## config.mk

```make
export PLATFORM = sky130hd
export DESIGN_NAME = td4_board_ctrl_flat
export DESIGN_NICKNAME = d
export VERILOG_FILES = /design/src/rtl/td4_board_ctrl_if.sv /design/src/rtl/td4_board_ctrl.sv /design/src/flat_wrapper.sv
export SDC_FILE = /design/constraint.sdc
export NUM_CORES = 1
export LEC_CHECK = 0
export ABC_AREA = 0
export BUFFER_PORTS_ARGS = -buffer_cell sky130_fd_sc_hd__buf_4
export CAP_MARGIN = 20
export CORE_MARGIN = 5
export CORE_UTILIZATION = 25
export CTS_CLUSTER_DIAMETER = 80
export CTS_CLUSTER_SIZE = 28
export DETAILED_ROUTE_END_ITERATION = 12
export GPL_TIMING_DRIVEN = 0
export PLACE_DENSITY = 0.49
export SYNTH_ARGS = -nofsm -noshare
export SYNTH_HDL_FRONTEND = slang
export SYNTH_SLANG_ARGS = --single-unit
```

## constraint.sdc

```tcl
create_clock -name clk -period 3.5 [get_ports clk]
set_input_delay 0.875 -clock clk [delete_from_list [all_inputs] [get_ports clk]]
set_output_delay 0.875 -clock clk [all_outputs]
set_load 0.01 [all_outputs]
```

## src/rtl/td4_board_ctrl_if.sv

```systemverilog
// Board-side signal bundle for td4_board_ctrl: mode/step/display inputs and TD4 clock,
// segment and digit-enable outputs. master = controller, slave = board/driver side.
interface td4_board_ctrl_if #(
   parameter int unsigned NumDigits = 4
);
   logic                     mode;
   logic                     step;
   logic [4*NumDigits-1:0]   disp;
   logic [NumDigits-1:0]     dp;
   logic                     td4_tick;
   logic                     td4_clk;
   logic [8:1]               seg;
   logic [NumDigits-1:0]     dig_en;

   modport master (
      input  mode, step, disp, dp,
      output td4_tick, td4_clk, seg, dig_en
   );

   modport slave (
      output mode, step, disp, dp,
      input  td4_tick, td4_clk, seg, dig_en
   );
endinterface

```

## src/rtl/td4_board_ctrl.sv

```systemverilog
// TD4 board controller: free-run / debounced single-step clock plus multiplexed 7-segment scan.
// Optional feature macro: TD4_LEADING_ZERO_BLANK_EN (blank digits above the top non-zero nibble).
module td4_board_ctrl #(
   parameter int unsigned ClkHz     = 50_000_000,
   parameter int unsigned RunHz     = 1,
   parameter int unsigned ScanHz    = 1000,
   parameter int unsigned NumDigits = 4,
   parameter int unsigned BlankCyc  = 1,
   parameter int unsigned DebCyc    = 500_000
) (
   input logic              clk,
   input logic              rst_n,
   td4_board_ctrl_if.master bus
);
   localparam int unsigned RunDiv  = ClkHz / RunHz;
   localparam int unsigned HalfDiv = RunDiv / 2;
   localparam int unsigned Slot    = ClkHz / (ScanHz * NumDigits);
   localparam int unsigned ShowCyc = Slot - BlankCyc;
   localparam int unsigned DivW    = $clog2(RunDiv);
   localparam int unsigned SlotW   = $clog2(Slot);
   localparam int unsigned DebW    = $clog2(DebCyc + 1);
   localparam int unsigned IdxW    = (NumDigits > 1) ? $clog2(NumDigits) : 1;
   localparam int unsigned PendW   = 4;

   if (RunDiv < 2) begin : gen_bad_run_div
      $error("td4_board_ctrl: ClkHz/RunHz must be >= 2");
   end
   if (Slot < 2 || BlankCyc >= Slot) begin : gen_bad_slot
      $error("td4_board_ctrl: scan slot must be >= 2 and longer than BlankCyc");
   end
   if (NumDigits < 1 || NumDigits > 8) begin : gen_bad_digits
      $error("td4_board_ctrl: NumDigits must be 1..8");
   end

   // ---------------------------------------------------------------- input synchronisers
   logic mode_s1_q, mode_q;
   logic step_s1_q, step_s2_q;

   always_ff @(posedge clk or negedge rst_n) begin
      if (!rst_n) begin
         mode_s1_q <= 1'b0;
         mode_q    <= 1'b0;
         step_s1_q <= 1'b0;
         step_s2_q <= 1'b0;
      end else begin
         mode_s1_q <= bus.mode;
         mode_q    <= mode_s1_q;
         step_s1_q <= bus.step;
         step_s2_q <= step_s1_q;
      end
   end

   // ---------------------------------------------------------------- button debounce
   logic            deb_q;
   logic [DebW-1:0] deb_cnt_q;
   logic            deb_flip;
   logic            press;

   assign deb_flip = (step_s2_q != deb_q) && (deb_cnt_q == DebW'(DebCyc - 1));
   assign press    = deb_flip && !deb_q;

   always_ff @(posedge clk or negedge rst_n) begin
      if (!rst_n) begin
         deb_q     <= 1'b0;
         deb_cnt_q <= '0;
      end else if (step_s2_q == deb_q) begin
         deb_cnt_q <= '0;
      end else if (deb_flip) begin
         deb_q     <= step_s2_q;
         deb_cnt_q <= '0;
      end else begin
         deb_cnt_q <= deb_cnt_q + 1'b1;
      end
   end

   // ---------------------------------------------------------------- TD4 clock generation
   logic             mode_chg;
   logic [DivW-1:0]  div_q;
   logic [DivW-1:0]  hi_cnt_q;
   logic [PendW-1:0] pend_q;
   logic [PendW:0]   pend_avail;
   logic             tick_q;
   logic             td4_clk_q;
   logic             run_tick;
   logic             step_go;

   // mode_s1_q differing from mode_q means the synced mode flips on this edge
   assign mode_chg = mode_s1_q != mode_q;

   always_comb begin
      run_tick   = !mode_q && !mode_chg && (div_q == DivW'(RunDiv - 1));
      pend_avail = {1'b0, pend_q} + (PendW + 1)'(press);
      step_go    = mode_q && !mode_chg && !td4_clk_q && (pend_avail != '0);
   end

   always_ff @(posedge clk or negedge rst_n) begin
      if (!rst_n) begin
         div_q     <= '0;
         hi_cnt_q  <= '0;
         pend_q    <= '0;
         tick_q    <= 1'b0;
         td4_clk_q <= 1'b0;
      end else begin
         tick_q <= run_tick || step_go;

         if (mode_chg || mode_q || run_tick) begin
            div_q <= '0;
         end else begin
            div_q <= div_q + 1'b1;
         end

         if (run_tick || step_go) begin
            td4_clk_q <= 1'b1;
            hi_cnt_q  <= DivW'(HalfDiv - 1);
         end else if (td4_clk_q) begin
            if (hi_cnt_q == '0) begin
               td4_clk_q <= 1'b0;
            end else begin
               hi_cnt_q <= hi_cnt_q - 1'b1;
            end
         end

         // presses that arrive while the clock is high wait here for their own tick
         if (!mode_q || mode_chg) begin
            pend_q <= '0;
         end else if (step_go) begin
            pend_q <= PendW'(pend_avail - 1'b1);
         end else if (pend_avail[PendW]) begin
            pend_q <= '1;
         end else begin
            pend_q <= pend_avail[PendW-1:0];
         end
      end
   end

   assign bus.td4_tick = tick_q;
   assign bus.td4_clk  = td4_clk_q;

   // ---------------------------------------------------------------- display scan
   typedef enum logic [1:0] {StIdle, StShow, StBlank} scan_state_e;

   scan_state_e          state_q;
   logic [IdxW-1:0]      idx_q;
   logic [IdxW-1:0]      show_idx;
   logic [SlotW-1:0]     slot_q;
   logic [8:1]           seg_q;
   logic [8:1]           seg_show;
   logic [NumDigits-1:0] dig_en_q;
   logic [NumDigits-1:0] dig_show;
   logic                 show_done;
   logic                 blank_done;
   logic                 enter_show;
   logic [3:0]           nib;
   logic                 dp_bit;
   logic                 lz_blank;
`ifdef TD4_LEADING_ZERO_BLANK_EN
   logic [IdxW-1:0]      msnz;
`endif

   function automatic logic [6:0] font(input logic [3:0] v);
      logic [6:0] f;
      case (v)
         4'h0: f = 7'h3F;
         4'h1: f = 7'h06;
         4'h2: f = 7'h5B;
         4'h3: f = 7'h4F;
         4'h4: f = 7'h66;
         4'h5: f = 7'h6D;
         4'h6: f = 7'h7D;
         4'h7: f = 7'h07;
         4'h8: f = 7'h7F;
         4'h9: f = 7'h6F;
         4'hA: f = 7'h77;
         4'hB: f = 7'h7C;
         4'hC: f = 7'h39;
         4'hD: f = 7'h5E;
         4'hE: f = 7'h79;
         default: f = 7'h71;
      endcase
      return f;
   endfunction

   always_comb begin
      show_done  = slot_q == SlotW'(ShowCyc - 1);
      blank_done = slot_q == SlotW'(BlankCyc - 1);

      enter_show = 1'b0;
      case (state_q)
         StIdle:  enter_show = 1'b1;
         StShow:  enter_show = show_done && (BlankCyc == 0);
         StBlank: enter_show = blank_done;
         default: enter_show = 1'b0;
      endcase

      if (state_q == StIdle) begin
         show_idx = '0;
      end else if (idx_q == IdxW'(NumDigits - 1)) begin
         show_idx = '0;
      end else begin
         show_idx = idx_q + 1'b1;
      end

      nib      = 4'h0;
      dp_bit   = 1'b0;
      dig_show = '1;
      for (int unsigned k = 0; k < NumDigits; k++) begin
         if (IdxW'(k) == show_idx) begin
            nib         = bus.disp[4*k +: 4];
            dp_bit      = bus.dp[k];
            dig_show[k] = 1'b0;
         end
      end

`ifdef TD4_LEADING_ZERO_BLANK_EN
      msnz = '0;
      for (int unsigned k = 0; k < NumDigits; k++) begin
         if (bus.disp[4*k +: 4] != 4'h0) begin
            msnz = IdxW'(k);
         end
      end
      lz_blank = show_idx > msnz;
`else
      lz_blank = 1'b0;
`endif

      seg_show = {~dp_bit, lz_blank ? 7'h7F : ~font(nib)};
   end

   // seg_q/dig_en_q are captured once at SHOW entry, so a slot never tears
   always_ff @(posedge clk or negedge rst_n) begin
      if (!rst_n) begin
         state_q  <= StIdle;
         idx_q    <= '0;
         slot_q   <= '0;
         seg_q    <= '1;
         dig_en_q <= '1;
      end else if (enter_show) begin
         state_q  <= StShow;
         idx_q    <= show_idx;
         slot_q   <= '0;
         seg_q    <= seg_show;
         dig_en_q <= dig_show;
      end else begin
         case (state_q)
            StShow: begin
               if (show_done) begin
                  state_q  <= StBlank;
                  slot_q   <= '0;
                  seg_q    <= '1;
                  dig_en_q <= '1;
               end else begin
                  slot_q <= slot_q + 1'b1;
               end
            end
            StBlank: slot_q <= slot_q + 1'b1;
            default: state_q <= StIdle;
         endcase
      end
   end

   assign bus.seg    = seg_q;
   assign bus.dig_en = dig_en_q;
endmodule
```

## src/flat_wrapper.sv

```systemverilog
// flat-port wrapper written by rule: the top's interface ports become plain ports
module td4_board_ctrl_flat 
#(
   parameter int unsigned ClkHz     = 50_000_000,
   parameter int unsigned RunHz     = 1,
   parameter int unsigned ScanHz    = 1000,
   parameter int unsigned NumDigits = 4,
   parameter int unsigned BlankCyc  = 1,
   parameter int unsigned DebCyc    = 500_000
)
  (clk, rst_n, bus_mode, bus_step, bus_disp, bus_dp, bus_td4_tick, bus_td4_clk, bus_seg, bus_dig_en);
  td4_board_ctrl_if #(.NumDigits(NumDigits)) bus_i ();
  input logic clk;
  input logic rst_n;
  input wire logic [$bits(bus_i.mode)-1:0] bus_mode;
  input wire logic [$bits(bus_i.step)-1:0] bus_step;
  input wire logic [$bits(bus_i.disp)-1:0] bus_disp;
  input wire logic [$bits(bus_i.dp)-1:0] bus_dp;
  output wire logic [$bits(bus_i.td4_tick)-1:0] bus_td4_tick;
  output wire logic [$bits(bus_i.td4_clk)-1:0] bus_td4_clk;
  output wire logic [$bits(bus_i.seg)-1:0] bus_seg;
  output wire logic [$bits(bus_i.dig_en)-1:0] bus_dig_en;
  assign bus_i.mode = bus_mode;
  assign bus_i.step = bus_step;
  assign bus_i.disp = bus_disp;
  assign bus_i.dp = bus_dp;
  assign bus_td4_tick = bus_i.td4_tick;
  assign bus_td4_clk = bus_i.td4_clk;
  assign bus_seg = bus_i.seg;
  assign bus_dig_en = bus_i.dig_en;
  td4_board_ctrl #(.ClkHz(ClkHz), .RunHz(RunHz), .ScanHz(ScanHz), .NumDigits(NumDigits), .BlankCyc(BlankCyc), .DebCyc(DebCyc)) u_core (.clk(clk), .rst_n(rst_n), .bus(bus_i));
endmodule
```

==> results.yml <==
status:
  outcome: "completed"
drt:
  num_vias: 4572
  postRouteAntennaNets: 0
  viasPerCell: 4.54
  route.met2.wl_mm: 5.68
  wl_mm: 12.7
  drtIter0Drc: 227
  wl_per_cell_microns: 12.6
  drt_pre_antenna_iters: 4
  dr_wl_met3_microns: 493
  highest_layer: "met4"
  drc: 0
  m1WireLength_mm: 6.36
timing:
  relSlewSlack_pct: 41.2
  rsz0062_at_grt: "no"
  min_period_ns: 3.08
  setup_viol: 0
  max_freq_mhz: 324
  finalClockSkew_ns: 0.00825
  worstMarginPinSlew_ns: 0.874
  hold_violations: 0
  timing.final.crit_share_pct: 88.1
  drv_slew: 0
global_route:
  grt_usage_pct: 10.1
  grt_max_degree: 96
  grt_pass1_wl_mm: 22.5
  grt_pass1_vias: 4650
  grt_overflow_total: 0
  antenna_found_initial: 0
cts:
  clk_pin_slew_ns: 0.08
  cts_tree: "done"
  cts-root-buf: "clkbuf_16"
  cts_made_buffers: 9
  clockBufferDepth: 2
  htreeDepth: 3
  clock_sinks: 112
  clk_latency_ns: 0.36
placed_design:
  portBuffers: 37
  place_congestion: 0.754
  place_hpwl_mm: 8.79
  dp_cells: 990
logic_synthesis:
  netlist_area_sq_um: 5920
  ys_seq_area_share_pct: 47.6
  syn_avg_cell_area_sq_um: 9.35
  ys_warn_count: 0
  synthesis.instances: 633
  yosys-top-cells-area: "dfrtp_1 (42%), nor2_1 (5.9%), xnor2_1 (5.5%)"
  yosys.cell_types.count: 60
  synth_edf_count: 0
  synthTopCellsByCount: "dfrtp_1 (100), nor2_1 (93), nand2_1 (59)"
  async_reset_ff_share_pct: 100
  ys_seq_elements: 112
  syn_nets: 672
  ys_dominant_reg_cell: "dfrtp_1"
  yosysTopAreaCell: "dfrtp_1"
  synth_top_area_share_pct: 42.3
  yosysMostFrequentCell: "dfrtp_1"
critical_path:
  cp_slowest_cell: "dfrtp_1"
  path_delay_family: "compound AO/OA/AOI/OAI gates"
  end_kind: "flip-flop"
  worstPathCellList: "ha_1 > inv_1 > nor2_1 > nand4_1 > nor2_1 > ha_1 > nand3_1 > o21ai_0 > a311oi_4 > a21oi_4 > clkbuf_2 > nand2_1"
  critical_path_arrival_ns: 3.32
  crit_type: "flip-flop to flip-flop"
  path_buf_inv: 2
  critPathLaunchType: "flip-flop"
  critical_path_required_ns: 3.73
  critPathMaxFanout: 10
  max_stage_delay_ns: 0.39
run:
  maxCapViolCount: 0
power_and_ir_drop:
  switching_share_pct: 23.0
  p_leak_nw: 3.03
  p_comb_share_pct: 4.8
  power.switching_uw: 597
  p_per_area_nw_per_um2: 372
  ir_worst_vdd_mv: 0.181
  seqPwrFrac_pct: 50.9
  clkPwrFrac_pct: 44.2
  p_int_mw: 2.00
  power_mw: 2.60
cells_and_area:
  fillers: 2518
  num_antenna_cells: 0
  drive_gt1_share_pct: 12.5
  layout.nets: 721
  syn2layout_area_growth_pct: 18.0
  fin_cells: 1006
floorplanning:
  initial_utilization_pct: 25.3
  die_h_microns: 164
  num_rows: 56
  die_area_sq_um: 26900
  dieWidth_microns: 164
  core_area_sq_um: 23400
  boundaryPins: 38
worst_hold_path:
  hold_class: "input pin to asynchronous set/reset pin"
-- power groups by stage --
stage	Clock (mW)	Sequential (mW)	Combinational, mW
finish	1.15	1.32	0.126
global route	1.25	1.33	0.145
CTS	1.20	1.32	0.130
detailed placement	0	1.35	0.129
global placement	0	1.35	0.126
floorplan	0	1.35	0.0455
-- state kept, by name (all words and copies together) (netlist names) --
register	count
u_core.hi_cnt_q	26
u_core.mode_q	1
u_core.bus.seg	8
u_core.step_s1_q	1
u_core.bus.td4_clk	1
u_core.pend_q	4
u_core.div_q	26
u_core.bus.td4_tick	1
u_core.slot_q	14
u_core.bus.dig_en	4
u_core.step_s2_q	1
u_core.idx_q	2
u_core.mode_s1_q	1
u_core.state_q	2
u_core.deb_q	1
u_core.deb_cnt_q	19
-- cell families after synthesis --
logic type	after synthesis	synth area share, %
flip-flops	112	47.6
AO/OA/AOI/OAI	93	10.2
multiplexers	2	0.338
AND/OR/NAND/NOR	303	25.8
XOR/XNOR	71	10.5
buffers and inverters	37	2.41
adder cells (fa/ha/maj)	15	3.17
-- per-layer routing --
| layer | vias up | track usage, % |
|---|---|---|
| met5 | - | 0 |
| met4 | 0 | 2.21 |
| met3 | 11 | 2.86 |
| met2 | 55 | 16.0 |
| met1 | 2188 | 13.6 |
| li1 | 2318 | - |
-- stage by stage --
| stage | util [%] | hold WS, ns | setup slack [ns] | cell area [sq um] | TNS (ns) |
|---|---|---|---|---|---|
| finish | 29.8 | 0.350 | 0.417 | 6990 | 0 |
| global route | 29.8 | 0.348 | 0.0614 | 6990 | 0 |
| CTS | 29.8 | 0.341 | 0.0160 | 6970 | 0 |
| detailed placement | 28.3 | 0.370 | -0.359 | 6630 | -5.77 |
| global placement | 28.2 | 0.398 | -0.332 | 6600 | -5.42 |
| floorplan | - | 0.331 | 0.589 | 5920 | 0 |
-- cell type report --
class,instances,area (sq um),area share (%)
Clock inverter,7,101,1.45
Sequential cell,112,2820,40.3
Timing Repair Buffer,38,309,4.42
Tap cell,319,399,5.71
Inverter,18,67.6,0.967
Multi-Input combinational cell,484,2990,42.8
Buffer,19,76.3,1.09
Clock buffer,9,225,3.22
-- placed cells by master, fill, tap and decap left out, types with 12 or more instances in the layout --
cell type | Yosys | layout
dfrtp_1 | 100 | 100
nor2_1 | 93 | 93
nand2_1 | 59 | 59
xnor2_1 | 37 | 37
buf_4 | 0 | 36
nand3_1 | 35 | 35
xor2_1 | 34 | 34
o21ai_0 | 31 | 31
nor3_1 | 22 | 22
inv_1 | 17 | 17
a21oi_1 | 18 | 17
clkbuf_1 | 16 | 15
nor4_1 | 15 | 15
ha_1 | 15 | 15
or3_1 | 13 | 13
and3_1 | 12 | 12
dfstp_2 | 12 | 12
-- worst register-to-register path, stage by stage (launching register included) --
cell and delay (ns):
dfrtp_1 0.39, ha_1 0.22, inv_1 0.07, nor2_1 0.18
nand4_1 0.20, nor2_1 0.20, ha_1 0.30, nand3_1 0.12
o21ai_0 0.31, a311oi_4 0.21, a21oi_4 0.36, clkbuf_2 0.31
nand2_1 0.09
-- path summary, 6_finish.rpt --
path	cells after the start	to	slack [ns]	startpoint
max	12	u_core.hi_cnt_q[21]	0.42	u_core.deb_cnt_q[0]
min	1	u_core.step_s1_q	0.35	rst_n
max reg2reg	12	u_core.hi_cnt_q[21]	0.42	u_core.deb_cnt_q[0]
min reg2reg	0	u_core.step_s2_q	0.39	u_core.step_s1_q
max in group asynchronous	2	u_core.bus.seg[5]	2.41	rst_n
min in group clk	0	u_core.step_s2_q	0.39	u_core.step_s1_q
-- what timing repair did --
action	in CTS	in global routing
resized for setup	2	5
gates cloned	0	0
buffers inserted	0	0
hold buffers	0	0
endpoints found under the setup margin	25	20
Power figures use the tool's default switching activity.
